===== src/rtl/superio_pkg.sv =====
// Shared definitions for the superio PS/2 keyboard block: register map,
// STATUS/CTRL bit positions, receive FSM states and the CTRL reset value.
`timescale 1ns/1ps
package superio_pkg;

  localparam logic [1:0] REG_DATA   = 2'd0;
  localparam logic [1:0] REG_STATUS = 2'd1;
  localparam logic [1:0] REG_CTRL   = 2'd2;
  localparam logic [1:0] REG_RSVD   = 2'd3;

  localparam int ST_RDY  = 0;
  localparam int ST_OVR  = 1;
  localparam int ST_PERR = 2;
  localparam int ST_FERR = 3;
  localparam int ST_FULL = 4;
  localparam int ST_IRQ  = 7;

  localparam int CT_RXIE  = 0;
  localparam int CT_ERRIE = 1;
  localparam int CT_EN    = 2;

  localparam logic [7:0] CTRL_RST = 8'h04;

  typedef enum logic [1:0] {
    RX_IDLE,
    RX_DATA,
    RX_PARITY,
    RX_STOP
  } rx_state_e;

  // PS/2 uses odd parity: data bits plus parity bit must hold an odd count of ones.
  function automatic logic odd_parity_ok(input logic [7:0] data, input logic par);
    return ^{data, par};
  endfunction

endpackage


===== src/rtl/ps2kbd_rx.sv =====
// PS/2 frame receiver: pin synchronizers, PS2CLK glitch filter, frame FSM.
// Optional frame watchdog is built when PS2KBD_TIMEOUT_EN is defined.
`timescale 1ns/1ps
module ps2kbd_rx
  import superio_pkg::*;
#(
  parameter int FILT_LEN = 4
`ifdef PS2KBD_TIMEOUT_EN
  , parameter int TIMEOUT_CYC = 2000
`endif
) (
  input  logic       clk,
  input  logic       rst_n,
  input  logic       en,
  input  logic       ps2clk,
  input  logic       ps2dat,
  output logic [7:0] rx_byte,
  output logic       rx_valid,
  output logic       perr_p,
  output logic       ferr_p
);

  localparam int FW = $clog2(FILT_LEN + 1);

  logic            clk_s1_q, clk_s2_q, dat_s1_q, dat_s2_q;
  logic            filt_q, filt_d;
  logic [FW-1:0]   fcnt_q, fcnt_d;
  logic            fall;
  rx_state_e       state_q, state_d;
  logic [7:0]      shift_q, shift_d;
  logic [2:0]      bitcnt_q, bitcnt_d;
  logic            par_ok_q, par_ok_d;
  logic            rx_valid_q, rx_valid_d;
  logic            perr_q, perr_d;
  logic            ferr_q, ferr_d;
`ifdef PS2KBD_TIMEOUT_EN
  localparam int TW = $clog2(TIMEOUT_CYC + 1);
  logic [TW-1:0]   tcnt_q, tcnt_d;
`endif

  // The filtered clock follows the synchronized pin only after FILT_LEN equal samples.
  always_comb begin
    filt_d = filt_q;
    fcnt_d = '0;
    if (clk_s2_q != filt_q) begin
      if (fcnt_q == FW'(FILT_LEN - 1)) filt_d = clk_s2_q;
      else                             fcnt_d = fcnt_q + FW'(1);
    end
    fall = filt_q & ~filt_d;
  end

  always_comb begin
    state_d    = state_q;
    shift_d    = shift_q;
    bitcnt_d   = bitcnt_q;
    par_ok_d   = par_ok_q;
    rx_valid_d = 1'b0;
    perr_d     = 1'b0;
    ferr_d     = 1'b0;
    if (!en) begin
      state_d = RX_IDLE;
    end else if (fall) begin
      case (state_q)
        RX_IDLE: begin
          if (!dat_s2_q) begin
            state_d  = RX_DATA;
            bitcnt_d = 3'd0;
          end
        end
        RX_DATA: begin
          shift_d  = {dat_s2_q, shift_q[7:1]};
          bitcnt_d = bitcnt_q + 3'd1;
          if (bitcnt_q == 3'd7) state_d = RX_PARITY;
        end
        RX_PARITY: begin
          par_ok_d = odd_parity_ok(shift_q, dat_s2_q);
          state_d  = RX_STOP;
        end
        RX_STOP: begin
          rx_valid_d = dat_s2_q & par_ok_q;
          ferr_d     = ~dat_s2_q;
          perr_d     = ~par_ok_q;
          state_d    = RX_IDLE;
        end
      endcase
    end
`ifdef PS2KBD_TIMEOUT_EN
    // Watchdog counts cycles since the last falling edge while a frame is open.
    tcnt_d = '0;
    if (en && state_q != RX_IDLE && !fall) begin
      if (tcnt_q == TW'(TIMEOUT_CYC - 1)) begin
        state_d = RX_IDLE;
        ferr_d  = 1'b1;
      end else begin
        tcnt_d = tcnt_q + TW'(1);
      end
    end
`endif
  end

  always_ff @(posedge clk or negedge rst_n) begin
    if (!rst_n) begin
      clk_s1_q   <= 1'b1;
      clk_s2_q   <= 1'b1;
      dat_s1_q   <= 1'b1;
      dat_s2_q   <= 1'b1;
      filt_q     <= 1'b1;
      fcnt_q     <= '0;
      state_q    <= RX_IDLE;
      shift_q    <= '0;
      bitcnt_q   <= '0;
      par_ok_q   <= 1'b0;
      rx_valid_q <= 1'b0;
      perr_q     <= 1'b0;
      ferr_q     <= 1'b0;
`ifdef PS2KBD_TIMEOUT_EN
      tcnt_q     <= '0;
`endif
    end else begin
      clk_s1_q   <= ps2clk;
      clk_s2_q   <= clk_s1_q;
      dat_s1_q   <= ps2dat;
      dat_s2_q   <= dat_s1_q;
      filt_q     <= filt_d;
      fcnt_q     <= fcnt_d;
      state_q    <= state_d;
      shift_q    <= shift_d;
      bitcnt_q   <= bitcnt_d;
      par_ok_q   <= par_ok_d;
      rx_valid_q <= rx_valid_d;
      perr_q     <= perr_d;
      ferr_q     <= ferr_d;
`ifdef PS2KBD_TIMEOUT_EN
      tcnt_q     <= tcnt_d;
`endif
    end
  end

  assign rx_byte  = shift_q;
  assign rx_valid = rx_valid_q;
  assign perr_p   = perr_q;
  assign ferr_p   = ferr_q;

endmodule


===== src/rtl/ps2kbd.sv =====
// PS/2 keyboard peripheral: scan-code FIFO, DATA/STATUS/CTRL registers, irq.
// Define PS2KBD_TIMEOUT_EN to build the receive-frame watchdog.
`timescale 1ns/1ps
module ps2kbd
  import superio_pkg::*;
#(
  parameter int CLK_HZ      = 1000000,
  parameter int FIFO_DEPTH  = 8,
  parameter int TIMEOUT_CYC = CLK_HZ / 500,
  parameter int FILT_LEN    = 4
) (
  input  logic       clk,
  input  logic       rst_n,
  input  logic [1:0] AD,
  input  logic [7:0] DI,
  output logic [7:0] DO,
  input  logic       rw,
  input  logic       cs,
  output logic       irq,
  input  logic       ps2clk,
  input  logic       ps2dat
);

  localparam int PW = $clog2(FIFO_DEPTH);

  if (FIFO_DEPTH < 2 || FIFO_DEPTH > 16 || (FIFO_DEPTH & (FIFO_DEPTH - 1)) != 0 ||
      TIMEOUT_CYC < 1 || FILT_LEN < 1) begin : g_bad_cfg
    $error("ps2kbd: invalid parameter set");
  end

  logic [7:0]  rx_byte;
  logic        rx_valid, perr_p, ferr_p;

  logic [7:0]  mem_q [FIFO_DEPTH];
  logic [7:0]  mem_d [FIFO_DEPTH];
  logic [PW-1:0] wr_ptr_q, wr_ptr_d, rd_ptr_q, rd_ptr_d;
  logic [PW:0]   count_q, count_d;
  logic        ovr_q, ovr_d, perr_q, perr_d, ferr_q, ferr_d;
  logic [2:0]  ctrl_q, ctrl_d;
  logic        pop_arm_q, pop_arm_d;
  logic        empty, full, bus_rd, bus_wr, pop_do, push_ok, ovr_set;
  logic [7:0]  status;

  ps2kbd_rx #(
    .FILT_LEN(FILT_LEN)
`ifdef PS2KBD_TIMEOUT_EN
    , .TIMEOUT_CYC(TIMEOUT_CYC)
`endif
  ) u_rx (
    .clk      (clk),
    .rst_n    (rst_n),
    .en       (ctrl_q[CT_EN]),
    .ps2clk   (ps2clk),
    .ps2dat   (ps2dat),
    .rx_byte  (rx_byte),
    .rx_valid (rx_valid),
    .perr_p   (perr_p),
    .ferr_p   (ferr_p)
  );

  assign empty  = (count_q == '0);
  assign full   = (count_q == (PW+1)'(FIFO_DEPTH));
  assign bus_rd = cs & rw;
  assign bus_wr = cs & ~rw;
  // A full FIFO still accepts a byte when a pop frees a slot on the same edge.
  assign pop_do  = pop_arm_q & ~empty;
  assign push_ok = rx_valid & (~full | pop_do);
  assign ovr_set = rx_valid & full & ~pop_do;

  always_comb begin
    mem_d     = mem_q;
    wr_ptr_d  = wr_ptr_q;
    rd_ptr_d  = rd_ptr_q;
    count_d   = count_q;
    pop_arm_d = bus_rd && (AD == REG_DATA);
    if (push_ok) begin
      mem_d[wr_ptr_q] = rx_byte;
      wr_ptr_d        = wr_ptr_q + PW'(1);
    end
    if (pop_do) rd_ptr_d = rd_ptr_q + PW'(1);
    if (push_ok && !pop_do)      count_d = count_q + (PW+1)'(1);
    else if (pop_do && !push_ok) count_d = count_q - (PW+1)'(1);
  end

  // Error flags: write-one-to-clear, with a new event winning over a clear.
  always_comb begin
    ovr_d  = ovr_q;
    perr_d = perr_q;
    ferr_d = ferr_q;
    ctrl_d = ctrl_q;
    if (bus_wr && AD == REG_STATUS) begin
      if (DI[ST_OVR])  ovr_d  = 1'b0;
      if (DI[ST_PERR]) perr_d = 1'b0;
      if (DI[ST_FERR]) ferr_d = 1'b0;
    end
    if (bus_wr && AD == REG_CTRL) ctrl_d = DI[2:0];
    if (ovr_set) ovr_d  = 1'b1;
    if (perr_p)  perr_d = 1'b1;
    if (ferr_p)  ferr_d = 1'b1;
  end

  always_ff @(posedge clk or negedge rst_n) begin
    if (!rst_n) begin
      for (int i = 0; i < FIFO_DEPTH; i++) mem_q[i] <= '0;
      wr_ptr_q  <= '0;
      rd_ptr_q  <= '0;
      count_q   <= '0;
      ovr_q     <= 1'b0;
      perr_q    <= 1'b0;
      ferr_q    <= 1'b0;
      ctrl_q    <= CTRL_RST[2:0];
      pop_arm_q <= 1'b0;
    end else begin
      mem_q     <= mem_d;
      wr_ptr_q  <= wr_ptr_d;
      rd_ptr_q  <= rd_ptr_d;
      count_q   <= count_d;
      ovr_q     <= ovr_d;
      perr_q    <= perr_d;
      ferr_q    <= ferr_d;
      ctrl_q    <= ctrl_d;
      pop_arm_q <= pop_arm_d;
    end
  end

  assign irq = (ctrl_q[CT_RXIE] & ~empty) | (ctrl_q[CT_ERRIE] & (ovr_q | perr_q | ferr_q));

  always_comb begin
    status          = 8'h00;
    status[ST_RDY]  = ~empty;
    status[ST_OVR]  = ovr_q;
    status[ST_PERR] = perr_q;
    status[ST_FERR] = ferr_q;
    status[ST_FULL] = full;
    status[ST_IRQ]  = irq;
  end

  always_comb begin
    case (AD)
      REG_DATA:   DO = empty ? 8'h00 : mem_q[rd_ptr_q];
      REG_STATUS: DO = status;
      REG_CTRL:   DO = {5'b00000, ctrl_q};
      default:    DO = 8'h00;
    endcase
  end

endmodule


===== config.mk =====
export PLATFORM = sky130hd
export DESIGN_NAME = ps2kbd
export DESIGN_NICKNAME = d
export VERILOG_FILES = /design/src/rtl/superio_pkg.sv /design/src/rtl/ps2kbd_rx.sv /design/src/rtl/ps2kbd.sv
export SDC_FILE = /design/constraint.sdc
export NUM_CORES = 1
export LEC_CHECK = 0
export CORE_AREA = 4 4 92 115
export DETAILED_ROUTE_END_ITERATION = 8
export DIE_AREA = 0 0 96 119
export HOLD_SLACK_MARGIN = 0.06
export PLACE_DENSITY = 0.75
export SLEW_MARGIN = 25
export SYNTH_ARGS = -nofsm -noshare
export SYNTH_HDL_FRONTEND = slang
export SYNTH_HIERARCHICAL = 1
export SYNTH_SLANG_ARGS = --single-unit

===== constraint.sdc =====
create_clock -name clk -period 2.8 [get_ports clk]
set_input_delay 0.28 -clock clk [delete_from_list [all_inputs] [get_ports clk]]
set_output_delay 0.28 -clock clk [all_outputs]
set_load 0.05 [all_outputs]

=== Word-level counts from Yosys, hierarchy flattened ===
Index checks and enable logic that the tools add are counted.

* Flip-flop bits (word level): 106
* Bits of input ports: 16
* Output and inout port bits: 9
* Word-level logic and storage cells: 140

* Add/subtract/negate cells: 6
* $lt $le $gt $ge: 3
* Eq/ne operators: 13
* Multiplexer cells: 39
* Bitwise gates (word level): 23
* Reductions and logical operators: 27

{| class="wikitable"
|+ Operators with widths
! kind !! number
|-
| $bwmux W64 || 1
|-
| $mux W8 || 4
|-
| $bmux W8 S3 || 1
|-
| $demux W8 S3 || 1
|-
| $pmux W8 S3 || 1
|-
| $mux W1 || 20
|-
| $reduce_bool A2 Y1 || 8
|-
| $add A3 B1 Y3 const B || 4
|-
| $and A1 B1 Y1 || 10
|-
| $mux W3 || 3
|-
| $reduce_and A3 Y1 || 3
|-
| $reduce_xor A9 Y1 || 1
|-
| $ge A4 B4 Y1 const B || 2
|-
| $mux W2 || 4
|-
| $mux W4 || 2
|-
| $not A3 Y4 || 2
|-
| $pmux W2 S4 || 1
|-
| $not A1 Y1 || 7
|-
| $eq A2 B2 Y1 const B || 3
|-
| $logic_and A1 B1 Y1 || 6
|-
| $pmux W3 S2 || 1
|-
| $reduce_and A2 Y1 || 3
|-
| $add A4 B1 Y4 const B || 1
|-
| $eq A2 B1 Y1 const B || 2
|-
| other kinds (15) || 20
|}

=== Longest topological paths before layout ===
* Depth in word-level cells: 9
* Mapped depth: 10
* Mapped depth without buffers: 9

=== Cells and area by module ===
Netlist, hierarchy kept.

{| class="wikitable"
|+ Modules (own cells, without submodules)
! module !! times used !! cells an instance !! area an instance (um^2)
|-
| ps2kbd || 1 || 261 || 3920.0
|-
| ps2kbd_rx || 1 || 78 || 1094.8
|}

=== Worst setup path after synthesis ===
OpenSTA, ideal clock, no wires.

* Kind: register to register
* Start point: register count_q[0]
* End point: register count_q[3]
* Library setup time: 136 ps
* Arrival: 2568 ps
* Data required time: 2664 ps
* Path slack: 96 ps
* Stages on the path, launching flop included: 10
* Cells stage by stage: dfrtp_1 > or3_4 > o31a_4 > buf_8 > ha_1 > inv_1 > ha_1 > a21o_2 > a2111oi_0 > o31ai_1

* Cells in the longest elaborated chain, start to end: 8
* Elaborated cells on any way between the ends: 16
* Those cells by class: add/sub (2); eq/ne (1); mux (2); bitwise (5); reduce/logical (6)

{| class="wikitable"
|+ RTL lines
! element !! line !! text
|-
| start, declared || ps2kbd.sv:37 || <nowiki>logic [PW:0] count_q, count_d;</nowiki>
|-
| start signal, assigned || ps2kbd.sv:117 || <nowiki>count_q <= count_d;</nowiki>
|-
| $logic_not A4 Y1 || ps2kbd.sv:61 || <nowiki>assign empty = (count_q == '0);</nowiki>
|-
| $not A1 Y1 || ps2kbd.sv:66 || <nowiki>assign pop_do = pop_arm_q & ~empty;</nowiki>
|-
| $and A1 B1 Y1 || ps2kbd.sv:66 ||
|-
| $or A1 B1 Y1 * || ps2kbd.sv:67 || <nowiki>assign push_ok = rx_valid & (~full | pop_do);</nowiki>
|-
| $and A1 B1 Y1 * || ps2kbd.sv:67 ||
|-
| via push_ok || ps2kbd.sv:41 || <nowiki>logic empty, full, bus_rd, bus_wr, pop_do, push_ok, ovr_set;</nowiki>
|-
| $logic_not A1 Y1 || ps2kbd.sv:82 || <nowiki>else if (pop_do && !push_ok) count_d = count_q - (PW+1)'(1);</nowiki>
|-
| $logic_and A1 B1 Y1 || ps2kbd.sv:82 ||
|-
| $reduce_bool A2 Y1 (no source line) || n/a ||
|}

The timed path passes the listed nets; every way through them passes the cells marked *. The select of a mux whose other input is x is not followed.
A chain may end at the register's enable or synchronous reset.

=== Worst setup path in the final report ===
* Start point: register count_q[0]
* End point: register count_q[3]

* Cells in the longest elaborated chain, start to end: 8
* Elaborated cells on any way between the ends: 16
* Those cells by class: add/sub (2); eq/ne (1); mux (2); bitwise (5); reduce/logical (6)

{| class="wikitable"
|+ RTL lines
! element !! line
|-
| $logic_not A4 Y1 || ps2kbd.sv:61
|-
| $not A1 Y1 || ps2kbd.sv:66
|-
| $and A1 B1 Y1 || ps2kbd.sv:66
|-
| $or A1 B1 Y1 || ps2kbd.sv:67
|-
| $and A1 B1 Y1 || ps2kbd.sv:67
|-
| $logic_not A1 Y1 || ps2kbd.sv:82
|-
| $logic_and A1 B1 Y1 || ps2kbd.sv:82
|-
| $reduce_bool A2 Y1 (no source line) || n/a
|}

Parallel ways exist; a longest one is shown, timed or not. The select of a mux whose other input is x is not followed.

==> reports/summary.txt <==
RR Startpoint -> count_q[0]$_DFFE_PN0P_
Reg-to-Reg End -> count_q[3]$_DFFE_PN0P_
FF-to-FF path depth -> 9
Root Driver -> clkbuf_16
Number of port buffers -> 20
Average size of a mapped cell -> 14.8 um2
Die height -> 119 um
Post-synth EDFFs -> 0
# clock sinks -> 106
Routability cong. -> 0.786
Top cells by count, synth -> dfrtp_1, mux2_2, nand2_1
Hold Path End -> u_rx/clk_s1_q$_DFF_PN1_
Maximum vdd drop -> 0.329 mV
CTS buffer count -> 9
CORE AREA -> 9560 um2
Most common cell in the netlist -> dfrtp_1
I/O pins -> 25
Top Metal Used -> met4
DRT Pass-1 Iters -> 4
CP max stage delay -> 420 ps
CTS tree -> done
Status -> finished, final reports clean
Net count, final -> 399
Fin. max-slew vios -> 0
Min cycle time layout -> 2660 ps
Proportion of layout cells with a drive suffix above 1 -> 0.411
PwrDens -> 524 nW/um2
Share of Yosys cell area claimed by the top area cell type -> 0.499
Final hold viol count -> 0
DRT antenna net count -> 0
Avg WL per Cell -> 19.0 um
Static leakage -> 2.82 nW
GRT Total Usage -> 0.181
Longest Clk Path Bufs -> 2
Most used flip-flop cell after synthesis -> dfrtp_1
Reg2Reg Setup Slack -> 140 ps
Synth cell types -> 47
CP arrival -> 2880 ps
Synth top area cells -> dfrtp_1, mux2_2, mux4_2
Post-Syn Instances -> 339
Clock insertion delay at the later pin of the skew report -> 340 ps
Sequential share of the synthesized area -> 0.530
Worst setup margin -> 143 ps
Grt total ovfl -> 0
Routed vias -> 2,808
Hold Crit Start -> ps2clk
Hold WS -> 346 ps
Total power -> 3.00 mW
Fin util -> 0.598
Die Wd -> 96 um
Post-DP HPWL -> 6430 um
Fmax -> 0.376 GHz
Worst Path Buf+Inv -> 2
DP Area -> 5360 um2
Initial antenna violation count -> 0
Max-slew headroom -> 0.555
Area leader, netlist -> dfrtp_1
CP delay by family, top -> compound AO/OA/AOI/OAI gates
First-pass GRT wire length -> 15,600 um
Clk_skew -> 8.57 ps
Rows -> 40
H-tree Lvls -> 3
WP data required -> 3020 ps
Max Cap Violations -> 0
Antenna fix cells -> 0
Clock-pin slew on the worst setup and hold paths -> 70 ps
WL met1 -> 4110 um
Die ar. -> 11,400 um2
CP endpoint kind -> register
RSZ-0062 raised after global routing -> no
Post-route design area -> 5710 um2
Pin count of the biggest net entering global routing -> 56
Critical Path Start Type -> register
Iter 0 DRT Violations -> 114
CP max stage cell -> dfrtp_2
Crit Path Class -> register to register
Net Count, Synth -> 368
Hold crit path type -> input port to register
Cell Chain, Critical Path -> buf_4 > or3_4 > o31a_4 > ha_2 > inv_2 > ha_1 > a21o_2 > a2111oi_2 > o31ai_1
Synth warn -> 6
Synth Register Bits -> 106
Area grow syn2layout -> 13.9%
Cells on Worst Hold Path -> 1
Met2 wire len -> 5030 um
Wire length on met3 -> 212 um
Vias/cell -> 5.60
Final cycle utilization of the critical path -> 0.949
Final Setup Violations -> 0
Max FO, Critical Path -> 5
Worst slack, placed -> -33.6 ps
Asr flop ratio synth -> 1.00
Syn Std Cell Area -> 5010 um2
DR DRC count -> 0
Actual transition at the worst max-transition pin -> 668 ps
Initial Utilization -> 0.525
Final WL -> 9510 um
Fillcell total -> 729
Vias in the first global route -> 3,019
[flip-flops by register name, indices dropped and copies added, names as in the netlist, 2 cells and up]
signal / cells
mem_q: 64
u_rx/fcnt_q: 3
rd_ptr_q: 3
u_rx/rx_byte: 8
count_q: 4
wr_ptr_q: 3
u_rx/state_q: 2
u_rx/bitcnt_q: 3
ctrl_q: 3
[cells by family (layout without fill, tap and decap cells)]
family / Yosys count / after routing / synth area share
buf+inv: 15 / 51 / 0.0157
mux: 105 / 105 / 0.270
fa+ha+maj: 13 / 13 / 0.0339
flops: 106 / 106 / 0.530
compound gates: 24 / 24 / 0.0359
xor+xnor: 15 / 15 / 0.0289
simple gates: 61 / 61 / 0.0853
[worst reg2reg max path: stages, from the launching register on]
cell and delay [ps]:
dfrtp_2 420, buf_4 150, or3_4 400, o31a_4 290
ha_2 210, inv_2 110, ha_1 240, a21o_2 240
a2111oi_2 360, o31ai_1 120
[timing repair]
item | in CTS | in global routing
setup endpoints to repair | 2 | 1
hold buffers | 1 | 0
buffers inserted | 0 | 3
endpoints found under the hold margin | 45 | 0
resized for setup | 5 | 5
[layout make-up]
cell class,instances,area (um2),share of cell area
inverter,4,15.0,0.00263
sequential,106,2660,0.466
tap,126,158,0.0276
clock inverter,2,35.0,0.00613
timing repair buffer,31,287,0.0501
multi-input combinational,218,2290,0.401
clock buffer,14,264,0.0462
[per-layer routing]
layer	vias to the layer above	track usage
li1	1301	-
met1	1470	0.232
met2	25	0.307
met3	12	0.0303
met4	0	0.0587
met5	-	0
[report_power, final]
group / switching (mW) / total, mW / internal [mW]
clock network: 0.516 / 1.26 / 0.742
logic: 0.0770 / 0.139 / 0.0621
registers: 0.0255 / 1.60 / 1.57
[worst max-delay path by stage]
stage / start / endpoint / slack [ps] / cells past startpoint
2_1_floorplan: count_q[0]$_DFFE_PN0P_ / count_q[3]$_DFFE_PN0P_ / 100 / 9
3_3_place_gp: count_q[0]$_DFFE_PN0P_ / count_q[3]$_DFFE_PN0P_ / 80 / 8
3_5_place_dp: count_q[0]$_DFFE_PN0P_ / count_q[3]$_DFFE_PN0P_ / -30 / 8
4_1_cts: count_q[0]$_DFFE_PN0P_ / count_q[3]$_DFFE_PN0P_ / 40 / 9
5_1_grt: count_q[0]$_DFFE_PN0P_ / count_q[3]$_DFFE_PN0P_ / 40 / 9
6_report: count_q[0]$_DFFE_PN0P_ / count_q[3]$_DFFE_PN0P_ / 140 / 9
[cells in the final DEF (no fill, tap or decap), types with 3 or more instances in the layout]
master	instances
mux4_2	16
o21ai_0	6
nor3b_1	3
mux2_2	81
nor2_1	8
ha_1	11
dfstp_2	6
a211oi_1	3
clkbuf_1	3
inv_1	3
dfrtp_1	98
buf_4	17
clkbuf_16	9
a22o_1	3
mux2i_1	8
nor3_1	4
xnor2_1	12
nand2_1	16
and3_1	3
clkdlybuf4s50_1	10
nor2b_1	5
nand2b_1	3
and3b_1	3
[metrics by stage]
step | TNS, ps | std cells
floorplan | 0 | 339
finish | 0 | 501
global route | 0 | 501
global placement | 0 | 481
detailed placement | -33.6 | 481
CTS | 0 | 498
(Power assumes the default switching activity.)
